### src/rtl/fetch_queue.sv
// Fetch-to-decode instruction queue: a circular buffer of {instr, pc}
// entries with show-ahead pop outputs and flush-on-redirect.
module fetch_queue #(
  parameter int          DEPTH     = 4,
  parameter logic [31:0] NOP_INSTR = 32'h0000_0013
) (
  input  logic                     clk,
  input  logic                     rst,
  input  logic                     push_valid,
  input  logic [31:0]              push_instr,
  input  logic [31:0]              push_pc,
  output logic                     push_ready,
  output logic                     pop_valid,
  output logic [31:0]              pop_instr,
  output logic [31:0]              pop_pc,
  output logic [31:0]              pop_pcplus4,
  input  logic                     pop_ready,
  input  logic                     flush,
  output logic [$clog2(DEPTH):0]   count
);

  localparam int AW = $clog2(DEPTH);
  localparam int CW = AW + 1;

  typedef struct packed {
    logic [31:0] instr;
    logic [31:0] pc;
  } entry_t;

  entry_t          mem_q [DEPTH];
  entry_t          mem_d [DEPTH];
  logic [AW-1:0]   rd_ptr_q, rd_ptr_d;
  logic [AW-1:0]   wr_ptr_q, wr_ptr_d;
  logic [CW-1:0]   count_q, count_d;
  logic            push_fire, pop_fire;
  entry_t          head;

  // Handshakes: push_ready looks only at occupancy, never at pop_ready,
  // so a full queue never accepts an entry even when the head drains.
  assign push_ready = !rst && (count_q < CW'(DEPTH));
  assign pop_valid  = (count_q != '0);
  assign push_fire  = push_valid && push_ready;
  assign pop_fire   = pop_valid && pop_ready;

  // Show-ahead head; an empty queue presents a NOP at pc 0 so stale
  // storage is never visible.
  assign head        = mem_q[rd_ptr_q];
  assign pop_instr   = pop_valid ? head.instr : NOP_INSTR;
  assign pop_pc      = pop_valid ? head.pc    : 32'h0;
  assign pop_pcplus4 = pop_pc + 32'd4;
  assign count       = count_q;

  // Next-state: flush wins over push/pop; pointers wrap naturally
  // because DEPTH is a power of two.
  always_comb begin
    mem_d    = mem_q;
    rd_ptr_d = rd_ptr_q;
    wr_ptr_d = wr_ptr_q;
    count_d  = count_q;
    if (flush) begin
      rd_ptr_d = '0;
      wr_ptr_d = '0;
      count_d  = '0;
    end else begin
      if (push_fire) begin
        mem_d[wr_ptr_q] = '{instr: push_instr, pc: push_pc};
        wr_ptr_d        = wr_ptr_q + AW'(1);
      end
      if (pop_fire) begin
        rd_ptr_d = rd_ptr_q + AW'(1);
      end
      case ({push_fire, pop_fire})
        2'b10:   count_d = count_q + CW'(1);
        2'b01:   count_d = count_q - CW'(1);
        default: count_d = count_q;
      endcase
    end
  end

  // Control state: pointers and occupancy, cleared asynchronously.
  always_ff @(posedge clk or posedge rst) begin
    if (rst) begin
      rd_ptr_q <= '0;
      wr_ptr_q <= '0;
      count_q  <= '0;
    end else begin
      rd_ptr_q <= rd_ptr_d;
      wr_ptr_q <= wr_ptr_d;
      count_q  <= count_d;
    end
  end

  // Entry storage: no reset needed, contents hidden while empty.
  always_ff @(posedge clk) begin
    mem_q <= mem_d;
  end

endmodule

### config.mk
export PLATFORM = sky130hd
export DESIGN_NAME = fetch_queue
export DESIGN_NICKNAME = d
export VERILOG_FILES = /design/src/rtl/fetch_queue.sv
export SDC_FILE = /design/constraint.sdc
export NUM_CORES = 1
export LEC_CHECK = 0
export ABC_CLOCK_PERIOD_IN_PS = 6360
export CORE_ASPECT_RATIO = 0.8
export CORE_MARGIN = 2
export CORE_UTILIZATION = 30
export CTS_CLUSTER_DIAMETER = 200
export DETAILED_ROUTE_END_ITERATION = 10
export GPL_ROUTABILITY_DRIVEN = 0
export SLEW_MARGIN = 20
export SYNTH_ARGS = -nofsm -noshare
export SYNTH_HDL_FRONTEND = slang
export SYNTH_SLANG_ARGS = --single-unit
### constraint.sdc
create_clock -name clk -period 6.36 [get_ports clk]
set_input_delay 1.908 -clock clk [delete_from_list [all_inputs] [get_ports clk]]
set_output_delay 1.908 -clock clk [all_outputs]
set_load 0.03 [all_outputs]
## After elaboration in Yosys (flattened, before gate mapping)

Index checks and enable logic that the tools add are counted.

| word-level totals | value |
|---|---|
| input port bits | 69 |
| memories | 0 |
| bits in latches | 0 |
| flip-flop bits (word level) | 263 |
| memory bits (read-only) | 0 |
| word-level logic and storage cells | 49 |
| memory bits (writable) | 0 |

| operators by class | value |
|---|---|
| mux-type cells | 14 |
| order comparisons | 4 |
| multipliers | 0 |
| div/mod/pow operators | 0 |
| $add $sub $neg | 5 |
| shifts and indexed selects | 0 |
| reduce and logical (&&, ||, !) cells | 10 |
| equal/unequal tests | 2 |
| bitwise gates (word level) | 3 |

Operators by type and width:

| kind | count |
|---|---|
| $bwmux W256 | 1 |
| $mux W64 | 3 |
| $bmux W64 S2 | 1 |
| $demux W64 S2 | 1 |
| $mux W32 | 2 |
| $add A32 B3 Y32 const B | 1 |
| $mux W2 | 4 |
| $ge A3 B3 Y1 const B | 2 |
| $not A2 Y3 | 2 |
| $pmux W3 S2 | 1 |
| $reduce_bool A3 Y1 | 2 |
| $add A2 B1 Y2 const B | 2 |
| $logic_and A1 B1 Y1 | 4 |
| $reduce_bool A2 Y1 | 2 |
| $add A3 B1 Y3 const B | 1 |
| $lt A3 B1 Y1 const B | 1 |
| $lt A3 B3 Y1 const B | 1 |
| $mux W3 | 1 |
| $sub A3 B1 Y3 const B | 1 |
| $eq A2 B1 Y1 const B | 1 |
| $eq A2 B2 Y1 const B | 1 |
| $reduce_and A2 Y1 | 1 |
| $logic_not A1 Y1 | 1 |
| $not A1 Y1 | 1 |

## Longest topological paths before layout

| logic depth | value |
|---|---|
| depth in word-level cells | 6 |
| depth in mapped cells | 11 |

## Least setup slack after synthesis

Ideal clock, no wire load.

| timing path | value |
|---|---|
| path kind | register to output |
| start point | register rd_ptr_q[0] |
| end point | output port pop_pcplus4[30] |
| stages on the path, launching flop included | 12 |
| arrival | 3.565 ns |
| required time | 4.452 ns |
| slack | 0.887 ns |
| cell sequence | dfrtp_1 buf_6 buf_12 buf_4 buf_1 mux2_2 nor2_1 ha_1 nand3_1 nor4_4 nand4_1 xnor2_1 |

| between the ends | value |
|---|---|
| cells in the longest elaborated chain, start to end | 6 |

Ends and longest elaborated chain:

| what | line | RTL |
|---|---|---|
| start, declared | 32 | `logic [AW-1:0] rd_ptr_q, rd_ptr_d;` |
| start signal, assigned | 87 | `rd_ptr_q <= rd_ptr_d;` |
| $not A2 Y3 (implied by the code) | 47 | `assign head = mem_q[rd_ptr_q];` |
| $bmux W64 S2 | 47 |  |
| $mux W64 (implied by the code) (2 in series) | 47 |  |
| $mux W32 | 49 | `assign pop_pc = pop_valid ? head.pc : 32'h0;` |
| via pop_pc[2] | 15 | `output logic [31:0] pop_pc,` |
| $add A32 B3 Y32 | 50 | `assign pop_pcplus4 = pop_pc + 32'd4;` |
| end, declared | 16 | `output logic [31:0] pop_pcplus4,` |

The timed path passes the listed nets, and every way through them passes these cells. The select of a mux whose other input is x is not followed.

## Worst setup path in the final report

| timing path | value |
|---|---|
| start point | register rd_ptr_q[0] |
| end point | output port pop_pcplus4[20] |

| between the ends | value |
|---|---|
| cells in the longest elaborated chain, start to end | 6 |

Ends and longest elaborated chain:

| what | line |
|---|---|
| $not A2 Y3 (implied by the code) | 47 |
| $bmux W64 S2 | 47 |
| $mux W64 (implied by the code) (2 in series) | 47 |
| $mux W32 | 49 |
| $add A32 B3 Y32 | 50 |

No other way between the ends. The select of a mux whose other input is x is not followed.

==> reports/qor.yml <==
grt_max_degree: 65
skew_ns: 0.00912
status: "complete, no violations"
overflow: 0
vias: 5584
fin_crit_ns: 5.90
htreeDepth: 1
hpwl_mm: 15.4
maxCapViolCount: 0
rrSetupSlack_ns: 3.49
grt_first_pass_wirelength_mm: 37.4
fin_crit_sh_pct: 92.8
totalNegativeSetupSlack_ns: 0
area_delta_synth_final_pct: 30.0
cts-root-buf: "clkbuf_16"
ios: 170
antenna_found_initial: 2
seqCellArea_um2: 7870
synth_fp_nets: 637
viasPerCell: 4.49
start_util_pct: 30.3
dieHeight_um: 174
grtUsageTotal_pct: 13.0
worstSetupStartpointType: "register"
holdWs_ns: 0.571
power.density_nw_per_um2: 427
cp.arrival_ns: 3.99
finalSetupViolCount: 0
clk_pin_slew_ns: 0.06
cpMaxStageDelayCell: "dfrtp_4"
slew_headroom_pct: 30.4
clk_latency_ns: 0.54
firstDrtPassIters: 4
wl_mm: 24.4
yosys.cell_types.count: 41
holdBufCountCts: 0
cts_buffer_depth: 3
hold_class: "register to register"
dieWidth_um: 216
multi_input_area_um2: 2750
tritoncts: "yes"
wl_per_cell_um: 19.6
drt_iter0_markers: 364
criticalPathCategory: "register to primary output"
crit_chain: "mux2_2 > nor2_1 > ha_1 > nand3_1 > nor4_4 > nand4_1 > xnor2_1 > clkdlybuf4s50_1"
crit_family: "simple AND/OR/NAND/NOR gates"
ys_seq_area_share_pct: 72.7
postRouteAntennaNets: 0
finalMaxSlewViolations: 0
max_stage_delay_ns: 0.78
fmax_mhz: 169
port_buffers: 169
ys_seq_elements: 263
postCtsSetupRepairBufs: 0
ctsResizeCount: 0
crit_path_end_kind: "primary output"
ys_warn_count: 0
drive_gt1_share_pct: 16.1
grt_pass1_vias: 5924
ir_worst_vdd_mv: 0.216
worst_pin_slew_ns: 1.04
nets: 818
crit_fanout: 31
synthesis.instances: 562
drc: 0
avgSynthCellArea_um2: 19.2
cts.sinks: 263
critPathRequiredTime_ns: 4.45
placementRows: 62
final_hold_viol_count: 0
cp.buffers_inverters: 1
die_area_um2: 37600
num-fill-cells: 3286
core_um2: 35700
netlist_area_um2: 10800
power.leakage_nw: 4.47
rsz0062_at_grt: "no"
numCtsBuffers: 28
synth_stat cells, drive strengths merged:
master / n / area share (%)
edfxtp: 256 / 71
mux4: 62 / 13
and2: 56 / 3.2
xnor2: 25 / 2.0
nand2: 21 / 0.73
nor2: 19 / 0.66
buf: 16 / 1.0
inv: 15 / 0.52
nand4: 14 / 0.87
clkbuf: 11 / 0.38
nand3: 10 / 0.51
nor3: 10 / 0.51
dfrtp: 7 / 1.6
xor2: 6 / 0.49
ha: 5 / 0.58
mux2i: 4 / 0.37
or2: 4 / 0.23
or4: 4 / 0.31
a21oi: 3 / 0.17
nor4: 3 / 0.43
mux2: 2 / 0.21
a211oi: 1 / 0.069
a21bo: 1 / 0.093
a21o: 1 / 0.069
and3: 1 / 0.058
fa: 1 / 0.19
nand4b: 1 / 0.081
nor2b: 1 / 0.058
nor4b: 1 / 0.081
o21ai: 1 / 0.046
layout by cell type (no fill, tap or decap), types with 8 or more instances in the layout:
cell and count:
and2_1 52, buf_4 8, clkbuf_16 29, clkdlybuf4s50_1 169, edfxtp_1 256, inv_1 14
mux4_1 10, mux4_2 52, nand2_1 21, nand3_1 9, nand4_1 13, nor2_1 19
nor3_1 8, xnor2_1 25
power breakdown:
| part | total, W | internal [W] | switching [W] |
|---|---|---|---|
| clock network | 0.00175 | 0.00111 | 0.000643 |
| logic | 0.00223 | 0.000912 | 0.00132 |
| registers | 0.00201 | 0.00196 | 0.0000556 |
flip-flops by register name (all words and copies together) (netlist names):
name and flops:
wr_ptr_q 2, rd_ptr_q 2, count 3, mem_q 256
cell type report:
class                   instances  share of cell area (%)
well taps                     480                    4.27
inverters                      15                   0.401
diodes                          1                  0.0178
clock buffers                  33                    5.27
flip-flops and latches        263                    56.0
repair buffers                178                    12.6
clock inverters                17                    1.84
multi-input cells             257                    19.6
per-stage QoR:
stage          total power (W)  util [%]  std cells  setup slack [ns]  instance area (um^2)
2_1_floorplan          0.00339         -        562             0.887                 10800
3_3_place_gp           0.00432      36.5       1192             0.952                 13000
3_5_place_dp           0.00432      36.5       1192             0.952                 13000
4_1_cts                0.00609      39.3       1242             0.370                 14000
5_1_grt                0.00627      39.4       1243             0.113                 14100
6_report               0.00600      39.4       1244             0.460                 14100
path summary, 6_finish.rpt:
| check | cells after the start | to | from |
|---|---|---|---|
| worst max-delay path | 8 | pop_pcplus4[20] | rd_ptr_q[0] |
| worst min-delay path | 1 | count[2] | count[2] |
| worst max register to register | 10 | count[2] | count[0] |
| worst min register to register | 1 | count[2] | count[2] |
| max in group asynchronous | 2 | rd_ptr_q[1] | rst |
| min in group asynchronous | 2 | rd_ptr_q[0] | rst |
per-layer routing:
metal,vias up,part of all wire (%),track usage (%)
li1,2585,-,-
met1,2782,45,17.8
met2,176,45,20.6
met3,41,7.8,4.09
met4,0,1.9,2.74
met5,-,0,0
kinds of logic after synthesis:
| logic type | synth area share, % |
|---|---|
| adder cells (fa/ha/maj) | 0.764 |
| AND/OR/NAND/NOR | 7.77 |
| flip-flops | 72.7 |
| multiplexers | 13.8 |
| XOR/XNOR | 2.51 |
| AO/OA/AOI/OAI | 0.451 |
| buffers and inverters | 1.93 |
No activity file was read; power rests on OpenSTA's default activity.
